--- config.mk ---
export PLATFORM = sky130hd
export DESIGN_NAME = b11_param_scrambler
export DESIGN_NICKNAME = d
export VERILOG_FILES = /design/src/rtl/b11_param_scrambler.sv
export SDC_FILE = /design/constraint.sdc
export NUM_CORES = 1
export LEC_CHECK = 0
export ABC_AREA = 0
export BUFFER_PORTS_ARGS = -buffer_cell sky130_fd_sc_hd__buf_2
export CAP_MARGIN = 20
export CORE_MARGIN = 5
export CORE_UTILIZATION = 55
export DETAILED_ROUTE_END_ITERATION = 8
export PLACE_DENSITY = 0.74
export SKIP_LAST_GASP = 1
export SLEW_MARGIN = 10
export SYNTH_ARGS = -nofsm -noshare
export SYNTH_HDL_FRONTEND = slang
export SYNTH_SLANG_ARGS = --single-unit
--- constraint.sdc ---
create_clock -name clock -period 3.5 [get_ports clock]
set_clock_uncertainty 0.05 [all_clocks]
set_input_delay 0 -clock clock [delete_from_list [all_inputs] [get_ports clock]]
set_output_delay 0 -clock clock [all_outputs]
set_load 0.01 [all_outputs]
--- src/rtl/b11_param_scrambler.sv ---
// Parametrised b11-style symbol scrambler: classifies each symbol, folds it with a running
// special-symbol count through a signed accumulator, offsets it and returns the magnitude.
module b11_param_scrambler #(
    parameter int W        = 6,
    parameter int LIM      = 26,
    parameter int CMAX     = 25,
    parameter int MAX_ITER = 15,
    parameter int ADJ0     = -21,
    parameter int ADJ1     = -42,
    parameter int ADJ2     = 7,
    parameter int ADJ3     = 28
) (
    input  logic         clock,
    input  logic         reset,
    input  logic         in_valid,
    input  logic [W-1:0] in_data,
    output logic         in_ready,
    output logic         out_valid,
    output logic [W-1:0] out_data,
    output logic         out_err,
    input  logic         out_ready,
    output logic         drop,
    output logic [W-1:0] count_o
);

    localparam int AW = W + 3;
    localparam int IW = $clog2(MAX_ITER + 1);
    localparam logic signed [AW-1:0] LIM_P    = AW'(LIM);
    localparam logic signed [AW-1:0] LIM_N    = -LIM_P;
    localparam logic [IW-1:0]        ITER_MAX = IW'(MAX_ITER);

    typedef enum logic [2:0] {
        IDLE, CLASSIFY, SEED, COMBINE, RPOS, RNEG, ADJUST, EMIT
    } state_t;

    state_t                state;
    state_t                state_next;
    logic [W-1:0]          r;
    logic [W-1:0]          count;
    logic signed [AW-1:0]  acc;
    logic signed [AW-1:0]  adj;
    logic signed [AW-1:0]  acc_adj;
    logic [W-1:0]          mag;
    logic [IW-1:0]         iter;
    logic                  special;
    logic                  pos_go;
    logic                  neg_go;

    assign count_o = count;
    assign special = (r == '0) || (&r);
    assign pos_go  = (acc > LIM_P) && (iter < ITER_MAX);
    assign neg_go  = (acc < LIM_N) && (iter < ITER_MAX);

    // Offset selection and magnitude of the adjusted accumulator; the most-negative
    // value keeps the low bits of its wrapped negate.
    always_comb begin
        adj = AW'(ADJ0);
        case (r[3:2])
            2'b00:   adj = AW'(ADJ0);
            2'b01:   adj = AW'(ADJ1);
            2'b10:   adj = AW'(ADJ2);
            default: adj = AW'(ADJ3);
        endcase
        acc_adj = acc + adj;
        mag     = acc_adj[AW-1] ? W'(-acc_adj) : acc_adj[W-1:0];
    end

    always_ff @(posedge clock) begin
        if (!reset) state <= IDLE;
        else        state <= state_next;
    end

    always_comb begin
        state_next = state;
        in_ready   = (state == IDLE);
        out_valid  = (state == EMIT);
        drop       = 1'b0;
        case (state)
            IDLE:     if (in_valid) state_next = CLASSIFY;
            CLASSIFY: begin
                if (special)               state_next = EMIT;
                else if (r <= W'(LIM))     state_next = SEED;
                else begin
                    drop       = 1'b1;
                    state_next = IDLE;
                end
            end
            SEED:     state_next = COMBINE;
            COMBINE:  state_next = r[1] ? RPOS : RNEG;
            RPOS:     if (!pos_go) state_next = ADJUST;
            RNEG:     if (!neg_go) state_next = ADJUST;
            ADJUST:   state_next = EMIT;
            EMIT:     if (out_ready) state_next = IDLE;
            default:  state_next = IDLE;
        endcase
    end

    // Datapath registers; out_data/out_err are only written on the way into EMIT,
    // so they hold steady under backpressure.
    always_ff @(posedge clock) begin
        if (!reset) begin
            r        <= '0;
            acc      <= '0;
            iter     <= '0;
            count    <= '0;
            out_data <= '0;
            out_err  <= 1'b0;
        end else begin
            case (state)
                IDLE:     if (in_valid) r <= in_data;
                CLASSIFY: if (special) begin
                    count    <= (count < W'(CMAX)) ? count + 1'b1 : '0;
                    out_data <= r;
                    out_err  <= 1'b0;
                end
                SEED:     acc <= r[0] ? AW'({count, 1'b0}) : AW'(count);
                COMBINE: begin
                    iter <= '0;
                    acc  <= r[1] ? AW'(r) + acc : AW'(r) - acc;
                end
                RPOS: begin
                    if (pos_go) begin
                        acc  <= acc - LIM_P;
                        iter <= iter + 1'b1;
                    end else begin
                        out_err <= (iter == ITER_MAX) && (acc > LIM_P);
                    end
                end
                RNEG: begin
                    if (neg_go) begin
                        acc  <= acc + LIM_P;
                        iter <= iter + 1'b1;
                    end else begin
                        out_err <= (iter == ITER_MAX) && (acc < LIM_N);
                    end
                end
                ADJUST: begin
                    acc      <= acc_adj;
                    out_data <= mag;
                end
                default: ;
            endcase
        end
    end

endmodule

==> results by group <==
Hold path
  – Hold Crit Class: primary input to flop
  – Worst hold path depth: 2
  – Min-delay src: reset
  – Worst Hold Endpoint: state[2]$_SDFFE_PN0P_

Logic synthesis
  – Post-Synth Simple-Gate Area: 0.238
  – Largest family of logic cells by synthesized area: compound AO/OA/AOI/OAI gates
  – Asr flop ratio synth: 0
  – Synth Area in XOR/XNOR: 0.0773
  – Area leader, netlist: dfxtp_1
  – Synth cell types: 77
  – Post-synthesis adder-cell area fraction: 0.117
  – Post-synthesis compound-gate area fraction: 0.249
  – Synth warnings: 0
  – Yosys top cell area share: 0.208
  – Post-Syn Instances: around 420
  – Top-count cell post-synth: nor2_1
  – Ys flop type: dfxtp_1
  – Post-synthesis mux area share: 0.0375
  – Number of synthesized flops with an enable pin: 0
  – Synth Cell Area: 0.00337 sq mm
  – Share of the yosys chip area belonging to registers: 0.208
  – Most common library cells after synthesis: nor2_1 (44), nand2_1 (38), dfxtp_1 (35)
  – Synth top area cells: dfxtp_1 (21%), ha_1 (11%), nor2_1 (4.9%)
  – Syn nets: between 400 and 500
  – Syn Area/Cell: 7.96 sq um
  – Yosys reg bits: 35

Placed design
  – Final GP Congestion: approximately 0.99
  – DPL Wire Length: 7.14 mm
  – Port Buf Inserts: 25

Run status
  – Status: finished clean

Final layout
  – Area of the multi-input gates: between 0.002 and 0.0025 sq mm
  – # fillers: 535
  – Reg area: about 700 sq um
  – Layout cells sized above 1: 0.156
  – Syn-to-layout area delta: 9.25%
  – Core Util, Final: 0.621
  – Nets@finish: about 490
  – # diodes: 0

Timing
  – Slew Limit Fails: 0
  – RSZ-0062 raised after global routing: no
  – Final worst path period need: around 3.2 ns
  – Max-slew headroom: 0.421
  – FMAX: ~310 MHz
  – Fin Setup TNS: 0 ns
  – Post-route clock period utilization: 0.908
  – Hold slack: 0.0497 ns
  – Hold Fails Final Rpt: 0
  – Endpoints failing setup: 0
  – Worst-Margin Slew: 0.867 ns

Route
  – Vias per cell: 6.38
  – Total Wirelength: a little under 10 mm
  – DR pass1 iterations: 5
  – Via count: 3345
  – DR WL/cell: about 18 um
  – Routed Antenna Nets: 0
  – Remaining DRCs: 0
  – First DRT Iteration DRCs: 354

Power
  – Pwr dens: 875 mW/mm^2
  – Pleak: about 0.0015 uW
  – Peak VDD IR: between 400 and 500 uV
  – Tot Pwr: 3220 uW

Worst setup path
  – Reg2Reg Depth: 13
  – R2R Setup Slk: 0.32 ns
  – Worst Path Max Fanout: 10
  – WP data arrival: roughly 3.3 ns
  – Crit path launch: r[3]$_SDFFE_PN0P_
  – R2r startpoint: r[3]$_SDFFE_PN0P_
  – Crit Path Category: flop to flop
  – Reg2reg end: out_data[4]$_SDFFE_PN0P_
  – Critical path endpoint category: flop
  – Setup crit start kind: flop
  – Critical Path RT: 3.65 ns

Die
  – Die area: slightly below 0.008 sq mm
  – Die Ht: 88.2 um
  – Starting Density: 0.569
  – IO Pins: 26
  – Rows: 28
  – Die width: 88.2 um
  – Core area: slightly below 0.006 sq mm

Run
  – MaxCap Viol Count: 0

Clock tree
  – Clock sink total: 35
  – CTS root buf: clkbuf_8
  – Num CTS Buffers: 5
  – H-Tree Depth: 2
  – Worst-skew pair later-pin latency: 0.30 ns
  – CTS tree: done
  – Clk slew on worst S/H paths: 0.08 ns
  – Clk buf depth: 2

GRT
  – First-pass GRT wire length: 15.4 mm
  – GRT Total Usage: 0.256
  – Antenna violations before repair: 0
  – Largest net degree at the start of global routing: 23
  – Global route overflow: 0
  – Vias in the first global route: 3091
==> logic make-up (layout without fill, tap and decap cells) <==
kind of cell    count (synthesis)  in the layout
mux                            12             12
buf+inv                        44             70
fa+ha+maj                      31             31
flops                          35             35
xor+xnor                       28             28
compound gates                120            120
simple gates                  153            153
==> per-layer routing <==
metal / vias up / share of wire / global-route usage
li1: 1598 / - / -
met1: 1534 / 0.42 / 0.337
met5: - / 0 / 0
met3: 36 / 0.080 / 0.0428
met4: 0 / 0.042 / 0.122
met2: 177 / 0.46 / 0.409
==> layout make-up <==
type | count | share of cell area
clock buffer | 5 | 0.0187
tap | 75 | 0.0255
multi-input combinational | 344 | 0.661
timing repair buffer | 40 | 0.0687
clock inverter | 3 | 0.0119
sequential | 35 | 0.190
inverter | 22 | 0.0238
==> cells in the final DEF, fill, tap and decap left out, types with 4 or more instances in the layout <==
cell type and n:
dlygate4sd3_1 6, nor2_1 44, o211ai_1 4, and3_1 5, o211a_1 4, inv_1 20, mux2_2 5, o21ai_1 8
a31oi_1 8, mux2i_1 7, nand2_1 38, dfxtp_1 35, a21oi_1 29, buf_4 9, or3_1 4, buf_2 25
nor3_1 12, a22oi_1 4, xnor2_1 14, xor2_1 12, ha_1 29, o22ai_1 4, nand3_1 15, a211oi_1 5
clkbuf_8 5, o21ai_0 18
==> what timing repair did <==
| action | CTS | global route |
|---|---|---|
| hold buffers | 6 | 0 |
| endpoints found under the setup margin | 0 | 1 |
| resized for setup | 0 | 1 |
| setup buffers | 0 | 0 |
| hold endpoints to repair | 6 | 0 |
==> power breakdown <==
group	leakage [uW]	internal, uW	switching, uW
clock network	0.0000581	212	177
registers	0.000284	471	180
logic	0.00116	907	1270
total	0.00150	1590	1630
==> worst max-delay path, cell delays in order, from the launching register on <==
cell	delay, ns
dfxtp_1	0.35
inv_1	0.21
ha_1	0.25
nor2_1	0.06
nor2_1	0.09
ha_1	0.19
inv_1	0.06
fa_1	0.40
nand2b_1	0.18
a21oi_1	0.24
o221ai_2	0.23
xnor2_4	0.23
and4_1	0.23
a2111oi_2	0.30
==> worst max-delay path by stage <==
stage / slack [ns] / cells past startpoint / to
6_report: 0.32 / 13 / out_data[4]$_SDFFE_PN0P_
3_5_place_dp: 0.38 / 13 / out_data[2]$_SDFFE_PN0P_
3_3_place_gp: 0.54 / 13 / out_data[4]$_SDFFE_PN0P_
4_1_cts: 0.34 / 13 / out_data[4]$_SDFFE_PN0P_
5_1_grt: 0.009 / 13 / out_data[4]$_SDFFE_PN0P_
2_1_floorplan: 0.71 / 13 / out_data[4]$_SDFFE_PN0P_
==> metrics by stage <==
stage / instances / worst slack [ns] / area (sq um)
2_1_floorplan: 423 / 0.706 / 3370
3_3_place_gp: 510 / 0.542 / 3490
3_5_place_dp: 510 / 0.380 / 3490
4_1_cts: 524 / 0.342 / 3670
5_1_grt: 524 / 0.00934 / 3680
6_report: 524 / 0.320 / 3680
==> state kept, by name, indices dropped and copies added (netlist names) <==
signal,count
acc,9
count_o,6
iter,4
out_data,6
out_err,1
r,6
state,3
No activity file was read; power rests on OpenSTA's default activity.
